### src/rtl/halfbridge_duty_ctrl.sv
`default_nettype none
// ---------------------------------------------------------------------------
// halfbridge_duty_ctrl : soft-start / shutdown duty sequencer for halfbridge.
// Rev 1.0
// ---------------------------------------------------------------------------
module halfbridge_duty_ctrl #(
   parameter int DW       = 10,
   parameter int STEP     = 4,
   parameter int MAX_DUTY = 1000
) (
   input  logic          clk,
   input  logic          rst,
   input  logic          ce,
   input  logic          period_tick,
   input  logic          en,
   input  logic          fault,
   input  logic          fault_clr,
   input  logic          cmd_valid,
   input  logic [DW-1:0] cmd_duty,
   output logic          cmd_ready,
   output logic [DW-1:0] d_halfbridge,
   output logic [2:0]    state,
   output logic          at_target,
   output logic          fault_latched
);

   typedef enum logic [2:0] {
      IDLE  = 3'd0,
      HOLD  = 3'd1,
      RAMP  = 3'd2,
      SHDN  = 3'd3,
      FAULT = 3'd4
   } state_t;

   localparam logic [DW:0] STEP_X = (DW+1)'(STEP);
   localparam logic [DW:0] MAX_X  = (DW+1)'(MAX_DUTY);

   state_t        state_q, state_d;
   logic [DW-1:0] duty_q, duty_d;
   logic [DW-1:0] tgt_q, tgt_d;
   logic          at_q;

   logic          tk;
   logic [DW:0]   duty_x, tgt_x, diff;
   logic [DW-1:0] stepped;
   logic          step_done;
   logic [DW-1:0] cmd_clamped;

   assign tk = period_tick & ce;

   // One step toward target, computed one bit wider so neither direction wraps.
   always_comb begin
      duty_x    = {1'b0, duty_q};
      tgt_x     = {1'b0, tgt_q};
      diff      = (tgt_x >= duty_x) ? (tgt_x - duty_x) : (duty_x - tgt_x);
      step_done = (diff <= STEP_X);
      if (step_done)
         stepped = tgt_q;
      else if (tgt_x > duty_x)
         stepped = DW'(duty_x + STEP_X);
      else
         stepped = DW'(duty_x - STEP_X);
   end

   assign cmd_clamped = ({1'b0, cmd_duty} > MAX_X) ? DW'(MAX_X) : cmd_duty;

   always_comb begin
      state_d   = state_q;
      duty_d    = duty_q;
      tgt_d     = tgt_q;
      cmd_ready = 1'b0;
      if (fault) begin
         state_d = FAULT;
         duty_d  = '0;
         tgt_d   = '0;
      end else begin
         case (state_q)
            IDLE: begin
               duty_d = '0;
               tgt_d  = '0;
               if (en)
                  state_d = HOLD;
            end
            HOLD: begin
               if (!en) begin
                  tgt_d   = '0;
                  state_d = SHDN;
               end else begin
                  cmd_ready = 1'b1;
                  if (cmd_valid) begin
                     tgt_d = cmd_clamped;
                     if (cmd_clamped != duty_q)
                        state_d = RAMP;
                  end
               end
            end
            RAMP: begin
               if (!en) begin
                  tgt_d   = '0;
                  state_d = SHDN;
               end else if (tk) begin
                  duty_d = stepped;
                  if (step_done)
                     state_d = HOLD;
               end
            end
            // Target is already zero here; en returning does not abort the ramp-down.
            SHDN: begin
               if (duty_q == '0) begin
                  state_d = IDLE;
               end else if (tk) begin
                  duty_d = stepped;
                  if (step_done)
                     state_d = IDLE;
               end
            end
            FAULT: begin
               duty_d = '0;
               tgt_d  = '0;
               if (fault_clr && !en)
                  state_d = IDLE;
            end
            default: begin
               state_d = IDLE;
               duty_d  = '0;
               tgt_d   = '0;
            end
         endcase
      end
   end

   always_ff @(posedge clk) begin
      if (rst) begin
         state_q <= IDLE;
         duty_q  <= '0;
         tgt_q   <= '0;
         at_q    <= 1'b1;
      end else begin
         state_q <= state_d;
         duty_q  <= duty_d;
         tgt_q   <= tgt_d;
         at_q    <= (duty_d == tgt_d);
      end
   end

   assign d_halfbridge  = duty_q;
   assign state         = state_q;
   assign at_target     = at_q;
   assign fault_latched = (state_q == FAULT);

endmodule
`default_nettype wire

### config.mk
export PLATFORM = sky130hd
export DESIGN_NAME = halfbridge_duty_ctrl
export DESIGN_NICKNAME = d
export VERILOG_FILES = /design/src/rtl/halfbridge_duty_ctrl.sv
export SDC_FILE = /design/constraint.sdc
export NUM_CORES = 1
export LEC_CHECK = 0
export ABC_CLOCK_PERIOD_IN_PS = 4200
export CORE_AREA = 3 3 99 101
export CTS_CLUSTER_SIZE = 24
export DETAILED_ROUTE_END_ITERATION = 10
export DIE_AREA = 0 0 102 104
export SLEW_MARGIN = 15
export SYNTH_ARGS = -nofsm -noshare
export SYNTH_HDL_FRONTEND = slang
export SYNTH_SLANG_ARGS = --single-unit
### constraint.sdc
create_clock -name clk -period 4.2 [get_ports clk]
set_clock_uncertainty 0.15 [all_clocks]
set_input_delay 0.42 -clock clk [delete_from_list [all_inputs] [get_ports clk]]
set_output_delay 0.42 -clock clk [all_outputs]
set_load 0.02 [all_outputs]
==> results.cfg, run 1 <==
[logic_synthesis]
synth_top_family_by_area = compound AO/OA/AOI/OAI gates
seq_area_frac_synth = 0.154
synth.distinct_cells = 84
syn_area_per_cell_sq_um = 7.57
ys_ff_latch = 24
yosys_warnings = 0
synth_edf_count = 0
synth.area.mux_share = 0.0249
synth_ff_type = dfxtp_1
yosys.area_share.simple = 0.257
synthArstFlopShare = 0
synth_area_sq_um = 3120
synth_fa_ha_area_frac = 0.123
synth_compound_area_frac = 0.308
syn-num-nets = 459
netlist_instances = 412
yosys.area_share.xor_xnor = 0.0617

[worst_setup_path]
cp-startpoint = d_halfbridge[0]$_SDFF_PP0_
max_stage_delay_ns = 0.45
crit_chain = inv_1 > ha_1 > fa_1 > nand2b_1 > a21oi_1 > mux2_2 > nor3_1 > and4b_1 > a22o_2 > buf_4 > a31o_1 > o311ai_1 > xnor2_1 > nand4_1 > o21ai_1
cp-end-kind = flop
cp_slowest_cell = dfxtp_1
cp_top_family = compound AO/OA/AOI/OAI gates
reg2reg_to = at_target$_SDFF_PP1_
worstSetupPathDepth = 15
rrSetupSlack_ns = 0.21
start_kind = flop
worstPathBufferInverterCount = 2
rr_startpoint = d_halfbridge[0]$_SDFF_PP0_
cp_max_fo = 6
crit_type = flop to flop
critPathArrivalTime_ns = 4.05
endpoint = at_target$_SDFF_PP1_
rr_worst_depth = 15
required_ns = 4.26

[clock_network]
clk_root_buffer_cell = clkbuf_8
clockBufferDepth = 2
clk_latency_ns = 0.27
clock_sinks = 24
clkTransAtPathRegs_ns = 0.09
htree_num_levels = 1
cts_buffers = 3
hold_buffers = 0
cts_tree = built

[floorplanning]
die_w_um = 102
die-area_sq_um = 10600
start_util = 0.343
pin_count = 34
core_area_sq_um = 9110
die_y_um = 104
fp-row-count = 35

[drt]
drtPass1Iterations = 4
remaining_drc_errors = 0
wl_um = 10400
vias_per_cell = 5.74
drt_iter0_markers = 260
wl_per_cell_um = 18.3
ant_nets = 0
via_count = 3260

[sta]
setup_viol = 0
hold_viol_final = 0
fmax_ghz = 0.251
worst_pin_slew_ns = 0.692
final_max_slew_viol_count = 0
period_needed_ns = 3.99
max_slew_margin = 0.539
min_period_over_period = 0.949

[cells_and_area]
diodes = 0
final_util = 0.417
drive_gt1_frac = 0.158
area_growth_pct = 21.8
nets = 505

[placed_design]
hpwl_um = 8330
port_buffers = 33
gp_congestion = 0.903

[power]
max-vdd-ir-drop_uv = 86.6
power_density_nw_per_um2 = 122
p_leak_nw = 1.44
p_total_uw = 463

[worst_hold_path]
hold_path.class = flop to flop

[global_route]
grt_overflow = 0
antenna_found_initial = 0
grt_max_degree = 19
grt_pass1_vias = 3105
grt_pass1_wl_um = 16600
grt_util_all_layers = 0.196

[status]
status = complete, no violations

[job]
maxCapViolations = 0
==> sequential cells by signal (all words and copies together), names as in the netlist <==
name	count
d_halfbridge	10
at_target	1
state	3
tgt_q	10
==> worst min-delay path, delay by kind of cell (launching register included) <==
| kind | cells | cell delay [ns] |
|---|---|---|
| and+or+nand+nor | 1 | 0.09 |
| AOI/OAI and AO/OA | 1 | 0.06 |
| DFF | 1 | 0.35 |
==> layout by cell type (no fill, tap or decap), drive strengths merged, types with 3 or more instances in the layout <==
cell type / synthesis / final
buf: 12 / 25
mux2i: 4 / 4
o21ai: 26 / 26
a21o: 7 / 7
a221oi: 3 / 3
nor2b: 9 / 9
nand3: 6 / 6
a31oi: 6 / 6
nor2: 54 / 54
a22oi: 9 / 9
and3: 3 / 3
o21a: 4 / 4
nor3: 10 / 10
nand4: 4 / 4
a211o: 3 / 3
xnor2: 12 / 12
xor2: 10 / 10
and2: 5 / 5
a32oi: 3 / 3
nand2: 27 / 27
ha: 26 / 26
clkdlybuf4s50: 0 / 33
nor4b: 3 / 3
a2111oi: 4 / 4
fa: 3 / 3
mux2: 3 / 3
a21boi: 3 / 3
clkbuf: 5 / 4
or2: 4 / 4
nor3b: 3 / 3
a211oi: 9 / 9
a21oi: 30 / 30
inv: 28 / 28
nand2b: 6 / 6
dfxtp: 24 / 24
o211ai: 4 / 4
nor4: 7 / 7
==> repair_timing <==
item | 4_1_cts | 5_1_grt
gates cloned | 0 | 0
endpoints found under the setup margin | 1 | 2
gates resized for setup | 1 | 20
pin swaps | 0 | 4
setup buffers | 0 | 1
==> stage by stage <==
stage / instances / area, sq um / setup slack (ns) / hold slack [ns] / TNS, ns
finish: 568 / 3800 / 0.212 / 0.398 / 0
CTS: 567 / 3710 / 0.0294 / 0.390 / 0
global route: 568 / 3800 / -0.0350 / 0.437 / -0.0350
floorplan: 412 / 3120 / 0.00415 / 0.335 / 0
global placement: 563 / 3660 / 0.202 / 0.369 / 0
detailed placement: 563 / 3660 / 0.0313 / 0.374 / 0
==> cell families (layout without fill, tap and decap cells) <==
family / Yosys count / after routing
AOI/OAI and AO/OA: 132 / 132
DFF: 24 / 24
adders and majority gates: 29 / 29
buffers and inverters: 45 / 90
muxes: 7 / 7
xor gates and xnor gates: 22 / 22
and+or+nand+nor: 153 / 153
==> per-layer routing <==
| layer | track usage | up-vias | wire (um) |
|---|---|---|---|
| li1 | - | 1601 | - |
| met1 | 0.271 | 1532 | 4590 |
| met2 | 0.325 | 107 | 5080 |
| met3 | 0.0114 | 20 | 467 |
| met4 | 0.0544 | 0 | 259 |
| met5 | 0 | - | 0 |
==> final cells by class <==
type,instances,area [sq um]
flip-flops and latches,24,488
multi-input cells,343,2500
inverters,28,105
repair buffers,58,518
well taps,111,139
clock buffers,4,55.1
fillers,943,5310
==> where the power goes <==
group	switching, mW	internal, mW	total, mW
Clock	0.0775	0.0839	0.161
Combinational	0.0360	0.0328	0.0688
Sequential	0.00406	0.229	0.233
Total	0.118	0.345	0.463
==> cell usage after synthesis, types with 3 or more instances <==
cell | n | area [sq um]
a211o_1 | 3 | 26.3
nand4_1 | 4 | 25.0
nand2_1 | 26 | 97.6
buf_2 | 6 | 30.0
ha_1 | 26 | 325
mux2i_1 | 4 | 40.0
a21oi_1 | 28 | 140
o211ai_1 | 3 | 22.5
xor2_1 | 10 | 87.6
fa_1 | 3 | 60.1
a21o_1 | 6 | 45.0
xnor2_1 | 12 | 105
nor3_1 | 9 | 45.0
nand2b_1 | 6 | 37.5
inv_1 | 27 | 101
a22oi_1 | 9 | 67.6
a32oi_1 | 3 | 26.3
nor3b_1 | 3 | 22.5
o21ai_0 | 19 | 95.1
o21a_1 | 4 | 30.0
dfxtp_1 | 24 | 480
nor4b_1 | 3 | 26.3
a31oi_1 | 5 | 31.3
buf_6 | 3 | 33.8
nor4_1 | 7 | 43.8
nor2_1 | 54 | 203
a21boi_0 | 3 | 22.5
nor2b_1 | 9 | 56.3
o21ai_1 | 6 | 30.0
and2_1 | 3 | 18.8
nand3_1 | 6 | 30.0
a211oi_1 | 7 | 52.6
clkbuf_1 | 4 | 15.0
==> worst min-delay path by stage <==
stage	start	endpoint	slack, ns	cells after the start
global placement	tgt_q[6]$_SDFF_PP0_	d_halfbridge[6]$_SDFF_PP0_	0.37	2
CTS	tgt_q[6]$_SDFF_PP0_	d_halfbridge[6]$_SDFF_PP0_	0.39	2
detailed placement	tgt_q[6]$_SDFF_PP0_	d_halfbridge[6]$_SDFF_PP0_	0.37	2
global route	tgt_q[6]$_SDFF_PP0_	d_halfbridge[6]$_SDFF_PP0_	0.44	2
floorplan	rst	d_halfbridge[2]$_SDFF_PP0_	0.33	1
finish	tgt_q[6]$_SDFF_PP0_	d_halfbridge[6]$_SDFF_PP0_	0.40	2
(Power assumes the default switching activity.)
==> run 2, diff against run 1 <==
Settings changed: CELL_PAD_IN_SITES_DETAIL_PLACEMENT from default to 1, CELL_PAD_IN_SITES_GLOBAL_PLACEMENT from default to 2, CORE_AREA 3 3 99 101 to 3 3 106 108, DIE_AREA 0 0 102 104 to 0 0 109 111, GPL_ROUTABILITY_DRIVEN from default to 0, PLACE_DENSITY_LB_ADDON from default to 0.1.
==> run 2 against run 1 <==
Net effect:
- power is 2.3% higher
- count of clock-buffer cells in the layout stayed put
- sequential cell count stayed put
- clock power is 6% higher
- non-clock buffer count is 11 higher
- fmax is 1.8% higher
- combinational power is 2% higher
- via count is 0.43% higher
- critical path type unchanged
==> results.cfg, run 2 (same netlist as run 1, synthesis figures left out) <==
[worst_setup_path]
max_stage_delay_ns = 0.37
required_ns = 4.27
crit_chain = inv_1 > ha_1 > a21o_2 > a31oi_4 > a211o_1 > a21oi_2 > inv_1 > ha_1 > nor2b_2 > o21ai_2 > a21boi_1 > o21ai_1 > nor3b_2 > o21ai_1 > a21o_1 > o211a_1 > a2111oi_2 > nand4_1 > o21ai_1
cp_slowest_cell = ha_1
critPathArrivalTime_ns = 3.98
crit_top_cell = o21ai_1
start_kind = flop
cp_max_fo = 4
crit_type = flop to flop
cp-end-kind = flop

[cells_and_area]
instances_no_fill = 604
nets = 516
mostFrequentLayoutCells = nor2_1 (54), buf_4 (36), clkdlybuf4s50_1 (33)
final_util = 0.376
drive_gt1_frac = 0.160
post-route-cell-area_sq_um = 3880
final_common_cell = nor2_1
area_growth_pct = 24.3
diodes = 0
n_fill_cell = 1297

[job]
maxCapViolations = 0

[power]
max-vdd-ir-drop_uv = 93.6
p_leak_nw = 1.50
power_density_nw_per_um2 = 122
p_total_uw = 473

[clock_network]
clk_root_buffer_cell = clkbuf_8
cts_tree = built
clock_sinks = 24
clockBufferDepth = 2
cts_buffers = 3
clkTransAtPathRegs_ns = 0.08
clk_latency_ns = 0.29
htree_num_levels = 1
postCtsSetupBuffers = 0

[drt]
remaining_drc_errors = 0
vias_per_cell = 5.42
ant_nets = 0
wl_um = 11900
wl_per_cell_um = 19.8
drtPass1Iterations = 4
drt_iter0_markers = 183
via_count = 3274

[placed_design]
placed_area_sq_um = 3780
hpwl_um = 9960
dp.cells = 600
port_buffers = 33
pre_cts_slack_ns = 0.0192

[global_route]
grt_max_degree = 19
grt_pass1_vias = 3465
grt_util_all_layers = 0.201
grt_overflow = 0
grt_pass1_wl_um = 18900
antenna_found_initial = 0

[floorplanning]
die_w_um = 109
start_util = 0.302
die_y_um = 111
pin_count = 34
die-area_sq_um = 12100
core_area_sq_um = 10300
fp-row-count = 37

[worst_hold_path]
hold_path.class = flop to flop

[sta]
max_slew_margin = 0.495
fmax_ghz = 0.255
worst_pin_slew_ns = 0.751
min_period_over_period = 0.932
hold_viol_final = 0
final_max_slew_viol_count = 0
worst_slack_ns = 0.285
period_needed_ns = 3.92
setup_viol = 0

[status]
status = complete, no violations
## run 2: cell count changes in the layout (fill, tap and decap cells not counted), moves of 2 or more
cell and delta:
buf_4 +11, dfxtp_1 +3, dfxtp_2 -3, ha_1 +3, ha_4 -2
## run 2: critical path, delay by kind of cell, from the launching register on
family / cells / cell delay [ns]
AOI/OAI and AO/OA: 12 / 2.03
buffers and inverters: 2 / 0.16
DFF: 1 / 0.33
adders and majority gates: 2 / 0.68
and+or+nand+nor: 3 / 0.48
## run 2: what timing repair did
item,in CTS,in global routing
endpoints found under the setup margin,1,2
pin swaps,0,2
hold buffers,0,0
gates resized for setup,1,14
## run 2: final cells by class
class / count / area, sq um / share of cell area
clock buffer: 4 / 55.1 / 0.0142
tap: 136 / 170 / 0.0439
sequential: 24 / 484 / 0.125
multi-input combinational: 343 / 2460 / 0.635
inverter: 28 / 105 / 0.0271
timing repair buffer: 69 / 601 / 0.155
## run 2: path summary, 6_finish.rpt
check | start | endpoint | slack [ns] | cells after the start
setup / recovery | d_halfbridge[6]$_SDFF_PP0_ | at_target$_SDFF_PP1_ | 0.28 | 19
hold / removal | tgt_q[6]$_SDFF_PP0_ | d_halfbridge[6]$_SDFF_PP0_ | 0.43 | 2
setup reg to reg | d_halfbridge[6]$_SDFF_PP0_ | at_target$_SDFF_PP1_ | 0.28 | 19
hold reg to reg | tgt_q[6]$_SDFF_PP0_ | d_halfbridge[6]$_SDFF_PP0_ | 0.43 | 2
## run 2: report_power, final
part | leakage (nW) | switching, mW | internal [mW]
combinational | 1.28 | 0.0370 | 0.0329
sequential | 0.195 | 0.00409 | 0.229
clock | 0.0288 | 0.0866 | 0.0843
## run 2: per-stage QoR
step	TNS (ns)	hold slack (ns)
global placement	0	0.414
floorplan	0	0.335
global route	-0.0338	0.483
finish	0	0.426
detailed placement	0	0.401
CTS	0	0.417
## run 2: metal layers
layer	up-vias	part of all wire	global-route usage
li1	1636	-	-
met1	1575	0.46	0.270
met2	52	0.50	0.346
met3	11	0.024	0.0134
met4	0	0.017	0.0471
met5	-	0	0
==> RTL edit (config.mk and constraints of run 2) <==
Change the parameter `DW` from 10 to 14.
--- a/src/rtl/halfbridge_duty_ctrl.sv
+++ b/src/rtl/halfbridge_duty_ctrl.sv
@@ -4,7 +4,7 @@
 // Rev 1.0
 // ---------------------------------------------------------------------------
 module halfbridge_duty_ctrl #(
-   parameter int DW       = 10,
+   parameter int DW       = 14,
    parameter int STEP     = 4,
    parameter int MAX_DUTY = 1000
 ) (
Ports: changed (resized cmd_duty and d_halfbridge); port bits go from 34 to 42. The function was not compared with the original's and may differ.
==> RTL edit against run 2 <==
  * The flow now finishes with violations (negative setup slack)
  * First-iteration DRC count grew to 4.8 times the old value
  * Fmax is 19% lower
  * Clock power increased by 71%
  * Cell area increased by 79%
  * Total power grew 50%
  * Wire length rose by 140%
  * Sequential cell count up 8
  * Non-clock buffer count grew 154
  * Area after synthesis increased by 36%
  * Setup slack got worse by 0.94 ns
==> RTL edit: results (changes against run 2) <==
status: "finished with violations"  # was finished, final reports clean
violations: "negative setup slack"
grt_pass1_wl_microns: 36940  # was 18900 microns
muxShareOfSynthArea: 0.02570  # was 0.02486
synthCells: 583  # was 412
inv_count: 38  # was 28
synth_seq_cells: 32  # was 24
grt_pass1_vias: 6560  # was 3465
multi_input_area_sq_um: 3980  # was 2464 sq um
ys_seq_area_frac: 0.1513  # was 0.1540
slew-limit-headroom: 0.1558  # was 0.4949
nNetsFinal: 853  # was 516
tns_ns: -4.107  # was 0 ns
worst_ep_arrival_time_ns: 4.93  # was 3.98 ns
finalWorstSetupSlack_ns: -0.6583  # was 0.2848 ns
synth_compound_area_frac: 0.3226  # was 0.3083
setup-violations-final: 17  # was 0
synthDistinctLibCells: 79  # was 84
finalNonFillerCells: 926  # was 604
vias: 6363  # was 3274
synth-xor-area-share: 0.05997  # was 0.06175
nFillCells: 1225  # was 1297
grt_max_degree: 22  # was 19
non_clock_buffer_count: 223  # was 69
routed_wl_microns: 28890  # was 11940 microns
portBuffers: 41  # was 33
peakVddDrop_mv: 0.1435  # was 0.09360 mV
pre_cts_slack_ns: -0.4830  # was 0.01920 ns
dp_hpwl_microns: 15550  # was 9965 microns
cpMaxStageDelayCell: "mux4_2"  # was ha_1
power_clock_w: 0.000292  # was 0.000171 W
cpPeakStageDelay_ns: 0.52  # was 0.37 ns
area_delta_synth_final_pct: 63.90  # was 24.30%
intPower_w: 0.0004984  # was 0.0003458 W
dpl.cell_count: 886  # was 600
clkbuf_count: 8  # was 4
clkCellAreaFrac: 0.01442  # was 0.01419
p_leak_nw: 2.953  # was 1.500 nW
dr.first_iter.drc_count: 870  # was 183
gr-usage-all-layers: 0.3978  # was 0.2010
buffer_area_frac: 0.2678  # was 0.1548
synth.avg_cell_area_sq_um: 7.265  # was 7.574 sq um
==> RTL edit: timing repair <==
item | CTS | global route
setup buffers | 23 | 11
pin swaps | 49 | 44
cloned | 1 | 0
resized for setup | 85 | 59
setup endpoints to repair | 5 | 13
==> RTL edit: per-layer routing <==
metal,wire [microns],GRT usage,vias to the layer above
li1,-,-,2554
met1,10600,0.4512,3096
met2,13180,0.6691,500
met3,2452,0.07921,213
met4,2659,0.2492,0
met5,0,0,-
==> RTL edit: path summary, 6_finish.rpt <==
path,startpoint,to,slack (ns),cells after the start
hold reg to reg,state[0]$_SDFFE_PP0P_,state[0]$_SDFFE_PP0P_,0.54,2
hold / removal,state[0]$_SDFFE_PP0P_,state[0]$_SDFFE_PP0P_,0.54,2
setup reg to reg,d_halfbridge[7]$_SDFF_PP0_,at_target$_SDFF_PP1_,-0.66,18
setup / recovery,d_halfbridge[7]$_SDFF_PP0_,at_target$_SDFF_PP1_,-0.66,18
